**config.mk**
```make
export PLATFORM = sky130hd
export DESIGN_NAME = register_bank_mp_flat
export DESIGN_NICKNAME = d
export VERILOG_FILES = /design/src/rtl/register_bank_mp_if.sv /design/src/rtl/register_bank_mp.sv /design/src/flat_wrapper.sv
export SDC_FILE = /design/constraint.sdc
export NUM_CORES = 2
export LEC_CHECK = 0
export BUFFER_PORTS_ARGS = -buffer_cell sky130_fd_sc_hd__buf_4
export CORE_ASPECT_RATIO = 1.75
export CORE_MARGIN = 3
export CORE_UTILIZATION = 50
export CTS_CLUSTER_DIAMETER = 80
export CTS_CLUSTER_SIZE = 8
export DETAILED_ROUTE_END_ITERATION = 10
export PLACE_DENSITY = 0.73
export SLEW_MARGIN = 10
export SYNTH_ARGS = -nofsm -noshare
export SYNTH_HDL_FRONTEND = slang
export SYNTH_SLANG_ARGS = --single-unit
```
**constraint.sdc**
```tcl
create_clock -name clk -period 4.3 [get_ports clk]
set_input_delay 0.215 -clock clk [delete_from_list [all_inputs] [get_ports clk]]
set_output_delay 0.215 -clock clk [all_outputs]
set_load 0.05 [all_outputs]
```
**src/rtl/register_bank_mp_if.sv**
```systemverilog
// Bus bundle for register_bank_mp: multi-port read, one write port, scoreboard set.
interface register_bank_mp_if #(
   parameter int unsigned DATA_W = 32,
   parameter int unsigned ADDR_W = 5,
   parameter int unsigned NREAD  = 2
);
   logic [NREAD*ADDR_W-1:0] rd_addr;
   logic [NREAD*DATA_W-1:0] rd_data;
   logic [NREAD-1:0]        rd_busy;
   logic                    wr_en;
   logic [ADDR_W-1:0]       wr_addr;
   logic [DATA_W-1:0]       wr_data;
   logic                    busy_set;
   logic [ADDR_W-1:0]       busy_addr;
   logic                    any_busy;

   modport master (
      output rd_addr, wr_en, wr_addr, wr_data, busy_set, busy_addr,
      input  rd_data, rd_busy, any_busy
   );

   modport slave (
      input  rd_addr, wr_en, wr_addr, wr_data, busy_set, busy_addr,
      output rd_data, rd_busy, any_busy
   );
endinterface

```
**src/rtl/register_bank_mp.sv**
```systemverilog
// Multi-read-port register bank with per-register pending scoreboard; r0 hardwired to zero.
// Define REGISTER_BANK_MP_BYPASS_EN to forward same-cycle write data/pending state to reads.
module register_bank_mp #(
   parameter int unsigned DATA_W = 32,
   parameter int unsigned ADDR_W = 5,
   parameter int unsigned NREAD  = 2
) (
   input  logic               clk,
   input  logic               rst_n,
   register_bank_mp_if.slave  bus
);
   localparam int unsigned DEPTH = 1 << ADDR_W;

   logic [DEPTH-1:0][DATA_W-1:0] regs_q, regs_d;
   logic [DEPTH-1:0]             pend_q, pend_d;
   logic [NREAD*DATA_W-1:0]      rd_data_c;
   logic [NREAD-1:0]             rd_busy_c;
   logic [ADDR_W-1:0]            ra;

   // Write clears pending, busy_set applied last so a new producer wins on collision.
   always_comb begin
      regs_d = regs_q;
      pend_d = pend_q;
      if (bus.wr_en && (bus.wr_addr != '0)) begin
         regs_d[bus.wr_addr] = bus.wr_data;
         pend_d[bus.wr_addr] = 1'b0;
      end
      if (bus.busy_set && (bus.busy_addr != '0)) begin
         pend_d[bus.busy_addr] = 1'b1;
      end
      regs_d[0] = '0;
      pend_d[0] = 1'b0;
   end

   always_ff @(posedge clk or negedge rst_n) begin
      if (!rst_n) begin
         regs_q <= '0;
         pend_q <= '0;
      end else begin
         regs_q <= regs_d;
         pend_q <= pend_d;
      end
   end

   // Combinational read ports; forwarding is gated by rst_n so reads stay zero in reset.
   always_comb begin
      rd_data_c = '0;
      rd_busy_c = '0;
      ra        = '0;
      for (int k = 0; k < int'(NREAD); k++) begin
         ra = bus.rd_addr[k*ADDR_W +: ADDR_W];
         rd_data_c[k*DATA_W +: DATA_W] = regs_q[ra];
         rd_busy_c[k]                  = pend_q[ra];
`ifdef REGISTER_BANK_MP_BYPASS_EN
         if (rst_n && bus.wr_en && (bus.wr_addr != '0) && (bus.wr_addr == ra)) begin
            rd_data_c[k*DATA_W +: DATA_W] = bus.wr_data;
            rd_busy_c[k]                  = bus.busy_set && (bus.busy_addr == ra);
         end
`endif
      end
   end

   assign bus.rd_data  = rd_data_c;
   assign bus.rd_busy  = rd_busy_c;
   assign bus.any_busy = |pend_q;
endmodule

```
**src/flat_wrapper.sv**
```systemverilog
// flat-port wrapper written by rule: the top's interface ports become plain ports
module register_bank_mp_flat 
#(
   parameter int unsigned DATA_W = 32,
   parameter int unsigned ADDR_W = 5,
   parameter int unsigned NREAD  = 2
)
  (clk, rst_n, bus_rd_addr, bus_wr_en, bus_wr_addr, bus_wr_data, bus_busy_set, bus_busy_addr, bus_rd_data, bus_rd_busy, bus_any_busy);
  register_bank_mp_if #(.DATA_W(DATA_W), .ADDR_W(ADDR_W), .NREAD(NREAD)) bus_i ();
  input  logic clk;
  input  logic rst_n;
  input wire logic [$bits(bus_i.rd_addr)-1:0] bus_rd_addr;
  input wire logic [$bits(bus_i.wr_en)-1:0] bus_wr_en;
  input wire logic [$bits(bus_i.wr_addr)-1:0] bus_wr_addr;
  input wire logic [$bits(bus_i.wr_data)-1:0] bus_wr_data;
  input wire logic [$bits(bus_i.busy_set)-1:0] bus_busy_set;
  input wire logic [$bits(bus_i.busy_addr)-1:0] bus_busy_addr;
  output wire logic [$bits(bus_i.rd_data)-1:0] bus_rd_data;
  output wire logic [$bits(bus_i.rd_busy)-1:0] bus_rd_busy;
  output wire logic [$bits(bus_i.any_busy)-1:0] bus_any_busy;
  assign bus_i.rd_addr = bus_rd_addr;
  assign bus_i.wr_en = bus_wr_en;
  assign bus_i.wr_addr = bus_wr_addr;
  assign bus_i.wr_data = bus_wr_data;
  assign bus_i.busy_set = bus_busy_set;
  assign bus_i.busy_addr = bus_busy_addr;
  assign bus_rd_data = bus_i.rd_data;
  assign bus_rd_busy = bus_i.rd_busy;
  assign bus_any_busy = bus_i.any_busy;
  register_bank_mp #(.DATA_W(DATA_W), .ADDR_W(ADDR_W), .NREAD(NREAD)) u_core (.clk(clk), .rst_n(rst_n), .bus(bus_i));
endmodule
```
==> reports/summary.txt <==
Post-synthesis cell count: 3,767
Die W: 257 um
Reg2Reg Depth: 2
Unique masters post-synth: 40
Antenna violations before repair: 10
# IOs: 123
Maximum vdd drop: 0.000381 V
FF+latch count, synth: 1,023
# port buffers: 122
Fin. Hold Viols: 0
Die Span Y: 445 um
Most instantiated cells after synthesis: dfrtp_1 (1,023), mux2_2 (1,023), mux4_2 (396)
Total GRT Usage: 30.3%
Dominant cell type by area after synthesis: dfrtp_1
Placeable core area: 109,000 um^2
Buf/Inv on CP: 3
Htree depth: 4
CP top delay family: buffers and inverters
CTS tree: yes
Fin crit share: 77.6%
Slew headroom: 14.2%
CP cell instances: buf_8 > nand2b_2 > buf_4 > o22ai_1 > a211oi_1 > o31ai_1 > buf_4
Slew Viols, Final: 0
Routed wire per std cell: 32.8 um
Rows: 160
Switching portion of total power: 28.5%
Share of post-route cells with drive strength above 1: 49.2%
Vias: 36,700
Final Skew: 0 ns
Leak: 26.9 nW
Reg2reg setup slack: 2.96 ns
P_int: 21.3 mW
Clock network fraction of design power: 34.3%
Reg power frac: 43.7%
Final Critical Period: 3.34 ns
Ys flop type: dfrtp_1
Top-area cell type share of the netlist area: 46.5%
DRT Wirelength: 173,000 um
First-pass GRT wire length: 256,000 um
Crit path max fanout: 53
Drt drc: 0
1st-iter DRT viols: 3,383
Crit path top cell by count: buf_4
Clk_lat worst skew: 0.75 ns
Status: finished clean
Comb power frac: 22.0%
Pin count of the biggest net entering global routing: 102
Async SR Flop Fraction: 100%
Max_cap viols: 0
Post-synth EDFFs: 0
Critical path data required time: 4.09 ns
Register area: 25,600 um^2
CP Capture Type: output port
Pwr Density: 480 nW/um^2
Post-layout nets: 3,855
Syn Area/Cell: 14.6 um^2
Setup-failing EPs final: 0
Routability Congestion: 0.919
Fmax: 300 MHz
Sw power: 8.48 mW
WHS Path Cells: 4
Synth warnings: 0
Worst Hold End: u_core.pend_q[26]
Total gr overflow: 0
CTS root buffer: clkbuf_16
CP max stage cell: nand2b_2
Setup TNS: 0 ns
Reg2reg start: u_core.regs_q[225]
Die area: 114,000 um^2
Num CTS Buffers: 145
Synth top area cells: dfrtp_1 (47%), mux2_2 (21%), mux4_2 (16%)
Setup Buffers After CTS: 0
Placed insts: 5,062
Post-route insts no fill: 5,274
Vias per cell: 6.96
RSZ-0062 raised after global routing: no
Worst reg2reg endpoint: u_core.regs_q[225]
Worst Max-Slew Pin Slew: 1.29 ns
CP arrival: 3.12 ns
WS Path Type: input port to output port
DRT Pass-1 Iters: 6
Synth Cell Area: 55,000 um^2
Max incr delay on CP: 0.69 ns
Fill cells: 8,683
Post-DRT Antenna Nets: 0
CTS sink count: 1,023
Hold Path Class: input port to register
Startpoint types: input port
Area of the multi-input gates: 27,700 um^2
Largest buffer count on any clock path: 3
HPWL after DPL: 105,000 um
Vias in the first global route: 39,200
Initial core utilization: 50.5%
Syn nets: 3,823
Area delta synth->final: 12.5%
Reg clk slew, reported paths: 0.05 ns
Hold_sp: bus_wr_en
Post-synthesis sequential area ratio: 46.5%
how the worst max path moves through the flow:
stage	depth (start not counted)	startpoint	end	slack, ns
2_1_floorplan	8	bus_rd_addr[0]	bus_rd_data[10]	1.58
3_3_place_gp	7	bus_rd_addr[7]	bus_rd_data[32]	1.15
3_5_place_dp	7	bus_rd_addr[7]	bus_rd_busy[1]	1.16
4_1_cts	7	bus_rd_addr[7]	bus_rd_data[32]	1.15
5_1_grt	8	bus_rd_addr[5]	bus_rd_data[53]	0.95
6_report	7	bus_rd_addr[7]	bus_rd_data[32]	0.96
through the flow:
| step | total power [mW] | setup slack [ns] | hold slack (ns) | util (%) | instance area (um^2) |
|---|---|---|---|---|---|
| floorplan | 17.5 | 1.58 | -0.0806 | - | 55000 |
| global placement | 19.2 | 1.15 | 0.365 | 52.8 | 57500 |
| detailed placement | 19.5 | 1.16 | 0.384 | 52.8 | 57500 |
| CTS | 29.8 | 1.15 | 0.0145 | 56.8 | 61900 |
| global route | 30.8 | 0.948 | 0.0808 | 56.8 | 61900 |
| finish | 29.7 | 0.963 | 0.0580 | 56.8 | 61900 |
layer usage:
metal  wire, um  part of all wire (%)  vias to the layer above  global-route usage (%)
li1           -                     -                    14600                       -
met1      62300                    36                    19600                    35.8
met2      85200                    49                     1818                    50.2
met3      12700                   7.3                      665                    6.25
met4      12800                   7.4                        4                    20.0
met5         34                 0.020                        -                       0
worst reg2reg max path, stage by stage (launching register included):
cell           delay, ns
dfrtp_1             0.40
mux2_2              0.26
dlygate4sd3_1       0.56
power groups by stage:
stage                     logic (mW)  registers [mW]  clock network [mW]
after floorplan                 4.97            12.6                   0
after CTS                       6.55            12.9                10.3
after global routing            6.94            13.2                10.7
final                           6.53            13.0                10.2
after detailed placement        6.48            13.1                   0
after global placement          6.34            12.9                   0
registers in the layout, summed over array words and instances, names as in the netlist:
register and flops:
u_core.regs_q 992, u_core.pend_q 31
timing repair:
item                      4_1_cts  5_1_grt
hold endpoints to repair     1057        0
gates resized for setup         0        0
hold buffers                   48        0
layout make-up:
class                      instances  area share [%]
antenna                            5          0.0202
inverter                          13          0.0788
sequential                      1023            41.4
multi-input combinational       2319            44.8
timing repair buffer             297            4.54
clock inverter                    10           0.247
tap                             1458            2.95
clock buffer                     149            5.99
cell usage in the layout, fill, tap and decap left out, types with 7 or more instances in the layout:
cell type,count
mux2i_1,200
o21ai_0,12
clkbuf_16,148
o31ai_1,68
o22ai_1,75
mux2_2,1023
nor2_4,14
mux4_2,396
buf_4,209
nand2_1,13
dlygate4sd3_1,48
inv_1,11
a22o_1,208
a211oi_1,66
dfrtp_1,1023
nor4_1,7
buf_12,33
mux2_1,34
and2_1,66
nor2b_4,7
nor2_1,7
o21ai_1,66
nand2_2,12
cell families (layout without fill, tap and decap cells):
kind of cell | Yosys count | count (layout) | share of synthesized area (%)
muxes | 1653 | 1653 | 41.5
DFF | 1023 | 1023 | 46.5
AOI/OAI and AO/OA | 496 | 496 | 6.72
buffers and inverters | 425 | 469 | 3.46
and+or+nand+nor | 170 | 170 | 1.81
other | 0 | 5 | 0
Power figures use the tool's default switching activity.
